## config.mk

```make
export PLATFORM = sky130hd
export DESIGN_NAME = prvp_pulp_clock_switch_ctrl
export DESIGN_NICKNAME = d
export VERILOG_FILES = /design/src/rtl/prvp_pulp_clock_switch_ctrl.sv
export SDC_FILE = /design/constraint.sdc
export NUM_CORES = 1
export LEC_CHECK = 0
export ABC_AREA = 1
export CAP_MARGIN = 15
export CORE_ASPECT_RATIO = 0.8
export CORE_UTILIZATION = 23
export CTS_CLUSTER_DIAMETER = 200
export DETAILED_ROUTE_END_ITERATION = 6
export MAX_ROUTING_LAYER = met4
export PLACE_DENSITY = 0.5
export SLEW_MARGIN = 0
export SYNTH_ARGS = -nofsm -noshare
export SYNTH_HDL_FRONTEND = slang
export SYNTH_SLANG_ARGS = --single-unit
```

## constraint.sdc

```tcl
create_clock -name clk_i -period 1.6 [get_ports clk_i]
set_input_delay 0.4 -clock clk_i [delete_from_list [all_inputs] [get_ports clk_i]]
set_output_delay 0.4 -clock clk_i [all_outputs]
set_load 0.05 [all_outputs]
```

## src/rtl/prvp_pulp_clock_switch_ctrl.sv

```systemverilog
// Glitch-free clock mux select sequencer: gate, wait for target lock, switch, ungate.
// Runs in the always-on reference clock domain with a 4-phase req/ack handshake.
module prvp_pulp_clock_switch_ctrl #(
  parameter int unsigned GATE_WAIT    = 4,
  parameter int unsigned MUX_WAIT     = 2,
  parameter int unsigned LOCK_TIMEOUT = 16,
  parameter logic        DEFAULT_SEL  = 1'b0
) (
  input  logic clk_i,
  input  logic rst_ni,
  input  logic req_i,
  input  logic sel_i,
  input  logic lock0_i,
  input  logic lock1_i,
  output logic clk_sel_o,
  output logic clk_en_o,
  output logic busy_o,
  output logic ack_o,
  output logic err_o
);

  localparam int unsigned MAX_GM  = (GATE_WAIT > MUX_WAIT) ? GATE_WAIT : MUX_WAIT;
  localparam int unsigned CNT_MAX = (MAX_GM > LOCK_TIMEOUT) ? MAX_GM : LOCK_TIMEOUT;
  localparam int unsigned CNT_W   = $clog2(CNT_MAX + 1);

  localparam logic [CNT_W-1:0] GATE_LAST = CNT_W'(GATE_WAIT - 1);
  localparam logic [CNT_W-1:0] MUX_LAST  = CNT_W'(MUX_WAIT - 1);
  localparam logic [CNT_W-1:0] LOCK_LAST = CNT_W'(LOCK_TIMEOUT);
  localparam logic [CNT_W-1:0] CNT_SAT   = CNT_W'(CNT_MAX);

  localparam logic [2:0] S_IDLE      = 3'd0;
  localparam logic [2:0] S_GATE_OFF  = 3'd1;
  localparam logic [2:0] S_WAIT_LOCK = 3'd2;
  localparam logic [2:0] S_SWITCH    = 3'd3;
  localparam logic [2:0] S_GATE_ON   = 3'd4;
  localparam logic [2:0] S_DONE      = 3'd5;

  logic [2:0]       state_q, state_d;
  logic [CNT_W-1:0] cnt_q, cnt_d;
  logic             target_q, target_d;
  logic             err_flag_q, err_flag_d;
  logic             clk_sel_q, clk_sel_d;
  logic             clk_en_q, clk_en_d;
  logic             busy_q, busy_d;
  logic             ack_q, ack_d;
  logic             err_q, err_d;
  logic             lock_tgt_c;

  assign lock_tgt_c = target_q ? lock1_i : lock0_i;

  // Next-state, counter and registered-output decode
  always_comb begin
    state_d    = state_q;
    target_d   = target_q;
    err_flag_d = err_flag_q;

    case (state_q)
      S_IDLE: begin
        err_flag_d = 1'b0;
        if (req_i) begin
          if (sel_i == clk_sel_q) begin
            state_d = S_DONE;
          end else begin
            target_d = sel_i;
            state_d  = S_GATE_OFF;
          end
        end
      end
      S_GATE_OFF: begin
        if (cnt_q == GATE_LAST) state_d = S_WAIT_LOCK;
      end
      S_WAIT_LOCK: begin
        // Lock wins over a timeout landing in the same cycle
        if (lock_tgt_c) begin
          state_d = S_SWITCH;
        end else if ((LOCK_TIMEOUT != 0) && (cnt_q == LOCK_LAST)) begin
          err_flag_d = 1'b1;
          state_d    = S_GATE_ON;
        end
      end
      S_SWITCH: begin
        if (cnt_q == MUX_LAST) state_d = S_GATE_ON;
      end
      S_GATE_ON: begin
        if (cnt_q == GATE_LAST) state_d = S_DONE;
      end
      S_DONE: begin
        if (!req_i) begin
          state_d    = S_IDLE;
          err_flag_d = 1'b0;
        end
      end
      default: state_d = S_IDLE;
    endcase

    if (state_d != state_q)   cnt_d = '0;
    else if (cnt_q == CNT_SAT) cnt_d = cnt_q;
    else                       cnt_d = cnt_q + CNT_W'(1);

    clk_en_d  = !((state_d == S_GATE_OFF) || (state_d == S_WAIT_LOCK) || (state_d == S_SWITCH));
    clk_sel_d = (state_d == S_SWITCH) ? target_q : clk_sel_q;
    busy_d    = (state_d != S_IDLE);
    ack_d     = (state_d == S_DONE);
    err_d     = (state_d == S_DONE) && err_flag_d;
  end

  always_ff @(posedge clk_i or negedge rst_ni) begin
    if (!rst_ni) begin
      state_q    <= S_IDLE;
      cnt_q      <= '0;
      target_q   <= DEFAULT_SEL;
      err_flag_q <= 1'b0;
      clk_sel_q  <= DEFAULT_SEL;
      clk_en_q   <= 1'b1;
      busy_q     <= 1'b0;
      ack_q      <= 1'b0;
      err_q      <= 1'b0;
    end else begin
      state_q    <= state_d;
      cnt_q      <= cnt_d;
      target_q   <= target_d;
      err_flag_q <= err_flag_d;
      clk_sel_q  <= clk_sel_d;
      clk_en_q   <= clk_en_d;
      busy_q     <= busy_d;
      ack_q      <= ack_d;
      err_q      <= err_d;
    end
  end

  assign clk_sel_o = clk_sel_q;
  assign clk_en_o  = clk_en_q;
  assign busy_o    = busy_q;
  assign ack_o     = ack_q;
  assign err_o     = err_q;

endmodule

```

==> run_results.csv <==
group,metric,value,unit
outcome,outcome,"finished with violations",
outcome,violations,"DRC",
timing,fmax,0.6653,GHz
timing,period_share,93.95,%
yosys,synth_flop_cell,"dfrtp_1",
critical_path,path_buf_inv,3,
yosys,ys_seq_area_share,42.70,%
power_and_ir_drop,power_density,1958,mW/mm^2
critical_path,worstReg2RegEnd,"cnt_q[3]",
floorplanning,initial_core_util,24.90,%
yosys,ys_warn_count,0,
clock_network,root_buffer,"clkbuf_8",
detailed_routing,first_iter_violations,26,
critical_path,reg2reg_depth,12,
placed_design,io_buffers,10,
yosys,synth_top_area_share,39.72,%
timing,rsz0062_at_grt,"true",
detailed_routing,drc,1,
critical_path,cp.required,1.79,ns
critical_path,crit_chain,"inv_2, ha_4, inv_2, nor2_1, nand2_1, nand2_1, nand2_2, inv_2, nand3_4, nand2_4, nand3_4, nor2_2",
detailed_routing,ant_nets,0,
grt,first_global_vias,706,
floorplanning,die_h,57.39,um
timing,setup_viol,0,
critical_path,crit_path_frequent_cell,"inv_2",
final_layout,final_nets,143,
yosys,syn_area,882.1,um^2
detailed_routing,finalWirelength,1842,um
grt,grt_pass1_wl,3132,um
grt,grt.overflow.total,0,
grt,antenna_found_initial,0,
yosys,ys_seq_elements,15,
yosys,synthCells,109,
yosys,avgSynthCellArea,8.093,um^2
final_layout,final_cells,175,
timing,fin_crit,1.503,ns
critical_path,cp_slowest_cell,"dfrtp_1",
clock_network,clkTransAtPathRegs,0.07,ns
grt,grt_max_degree,11,
floorplanning,coreArea,0.003542,mm^2
hold_path,min_path_type,"primary input to async pin",
detailed_routing,wl_per_cell,10.53,um
final_layout,syn2layout_area_growth,41.28,%
yosys,synth.distinct_cells,21,
critical_path,startpoint_type,"register",
final_layout,n_antenna_cell,0,
clock_network,clk_path_buf_depth,2,
grt,grtUsageTotal,10.53,%
timing,finClkSkew,0.003352,ns
run,maxCapViolations,0,
yosys,synthMostInstantiatedCell,"nand2_1",
clock_network,clock-sinks,15,
clock_network,cts_tree,"done",
yosys,synth_top_cells_by_count,"nand2_1 (18), inv_1 (17), nor2_1 (16)",
floorplanning,dieArea,0.004088,mm^2
detailed_routing,first_pass_iters,6,
placed_design,gp_congestion,0.8162,
timing,relSlewSlack,79.50,%
floorplanning,io-pin-count,11,
floorplanning,rows,19,
timing,drv_slew,0,
critical_path,slowest_delay,0.40,ns
power_and_ir_drop,p_total,0.002440,W
yosys,synth_async_sr_flop_share,100.0,%
detailed_routing,vias,754,
final_layout,fill_cells,369,
detailed_routing,via_per_inst,4.309,
critical_path,r2r_slack,0.1,ns
critical_path,path_max_fanout,5,
timing,worst_slew_pin_slew,0.3065,ns
yosys,yosys.area.top_type,"dfrtp_1",
timing,hold_viol,0,
critical_path,cp-end-kind,"register",
critical_path,cp_data_arrival_time,1.69,ns
critical_path,timing_worst_setup_path_type,"register to register",
floorplanning,die_w,71.24,um
power_and_ir_drop,cellLeakagePower,0.6009,nW
placed_design,dp_hpwl,1442,um
clock_network,htree_levels,1,
yosys,synthTopCellsByArea,"dfrtp_1 (40%), nand2_1 (7.7%), inv_1 (7.2%)",
yosys,synth_nets,118,
clock_network,numCtsBuffers,3,
critical_path,critical_path.top_delay_family,"simple AND/OR/NAND/NOR gates",
clock_network,clock_latency,0.25,ns
yosys,synth_edf_count,0,
critical_path,critical_path.reg2reg.startpoint,"cnt_q[1]",
power_and_ir_drop,vdd_ir_drop_max,1.465,mV
placed_design,dp_cells,169,
final_layout,drive_gt1_share,33.83,%
==> cell usage in the layout (no fill, tap or decap), types with 4 or more instances in the layout <==
| master | netlist | final |
|---|---|---|
| dfrtp_1 | 14 | 13 |
| o21ai_0 | 4 | 4 |
| nor2_1 | 16 | 10 |
| nand2_1 | 18 | 18 |
| nand3_1 | 12 | 12 |
| buf_12 | 0 | 5 |
| buf_4 | 0 | 11 |
| inv_1 | 17 | 15 |
| nor2_2 | 1 | 7 |
| clkdlybuf4s50_1 | 0 | 5 |
| inv_2 | 2 | 4 |
| xor2_1 | 5 | 5 |
==> final cells by class <==
cell class              count  area (um^2)  share of cell area (%)
well taps                  42        52.55                   4.217
repair buffers             21        232.7                   18.67
multi-input cells          74        462.9                   37.15
clock buffers               3        41.29                   3.313
flip-flops and latches     15        377.9                   30.32
inverters                  19        71.32                   5.723
clock inverters             1        7.507                  0.6024
==> cells by family (layout without fill, tap and decap cells) <==
group / Yosys count / after routing / share of synthesized area, %
xor gates and xnor gates: 5 / 5 / 4.964
buffers and inverters: 20 / 44 / 9.645
AOI/OAI and AO/OA: 6 / 6 / 3.972
DFF: 15 / 15 / 42.70
and+or+nand+nor: 60 / 60 / 34.47
adders and majority gates: 3 / 3 / 4.256
==> metrics by stage <==
step | worst slack (ns) | utilization (%) | TNS, ns | area [um^2] | hold slack, ns
after floorplan | 0.2417 | - | 0 | 882.1 | 0.1044
after global placement | -0.1051 | 32.14 | -0.7318 | 1139 | 0.5623
after detailed placement | -0.1068 | 32.14 | -0.8055 | 1139 | 0.5900
after CTS | 0.03689 | 33.52 | 0 | 1187 | 0.4045
after global routing | -0.02378 | 35.18 | -0.09487 | 1246 | 0.4176
final | 0.09686 | 35.18 | 0 | 1246 | 0.3978
==> repair_timing <==
action,4_1_cts,5_1_grt
hold buffers,0,0
resized for setup,0,14
buffers inserted,0,2
endpoints found under the setup margin,0,6
==> worst max-delay path by stage <==
| stage | start | to | slack [ns] | depth (start not counted) |
|---|---|---|---|---|
| 2_1_floorplan | clk_sel_o | busy_o | 0.24 | 6 |
| 3_3_place_gp | req_i | cnt_q[3] | -0.11 | 8 |
| 3_5_place_dp | lock0_i | cnt_q[2] | -0.11 | 10 |
| 4_1_cts | cnt_q[1] | cnt_q[2] | 0.04 | 12 |
| 5_1_grt | cnt_q[1] | cnt_q[0] | -0.02 | 12 |
| 6_report | cnt_q[1] | cnt_q[3] | 0.1 | 12 |
==> registers in the layout, indices dropped and copies added (netlist names) <==
name and cells:
err_o 1, err_flag_q 1, cnt_q 5, clk_sel_o 1, ack_o 1, busy_o 1
clk_en_o 1, target_q 1, state_q 3
==> worst register-to-register path, cell delays in order (launching register included) <==
cell     delay (ns)
dfrtp_1        0.40
inv_2          0.10
ha_4           0.13
inv_2          0.02
nor2_1         0.07
nand2_1        0.07
nand2_1        0.08
nand2_2        0.08
inv_2          0.09
nand3_4        0.10
nand2_4        0.08
nand3_4        0.11
nor2_2         0.11
==> routing by layer <==
| metal | routed length, um | vias up | GRT usage, % |
|---|---|---|---|
| met5 | 0 | - | - |
| li1 | - | 390 | - |
| met3 | 104 | 3 | 4.417 |
| met1 | 945 | 343 | 14.02 |
| met4 | 14 | 0 | 3.429 |
| met2 | 777 | 18 | 14.29 |
==> power by group <==
| part | internal (W) | switching (W) | total [W] |
|---|---|---|---|
| logic | 0.000618 | 0.000823 | 0.00144 |
| clock network | 0.000175 | 0.000147 | 0.000322 |
| registers | 0.000522 | 0.000155 | 0.000677 |
| total | 0.00132 | 0.00113 | 0.00244 |
(Power assumes the default switching activity.)
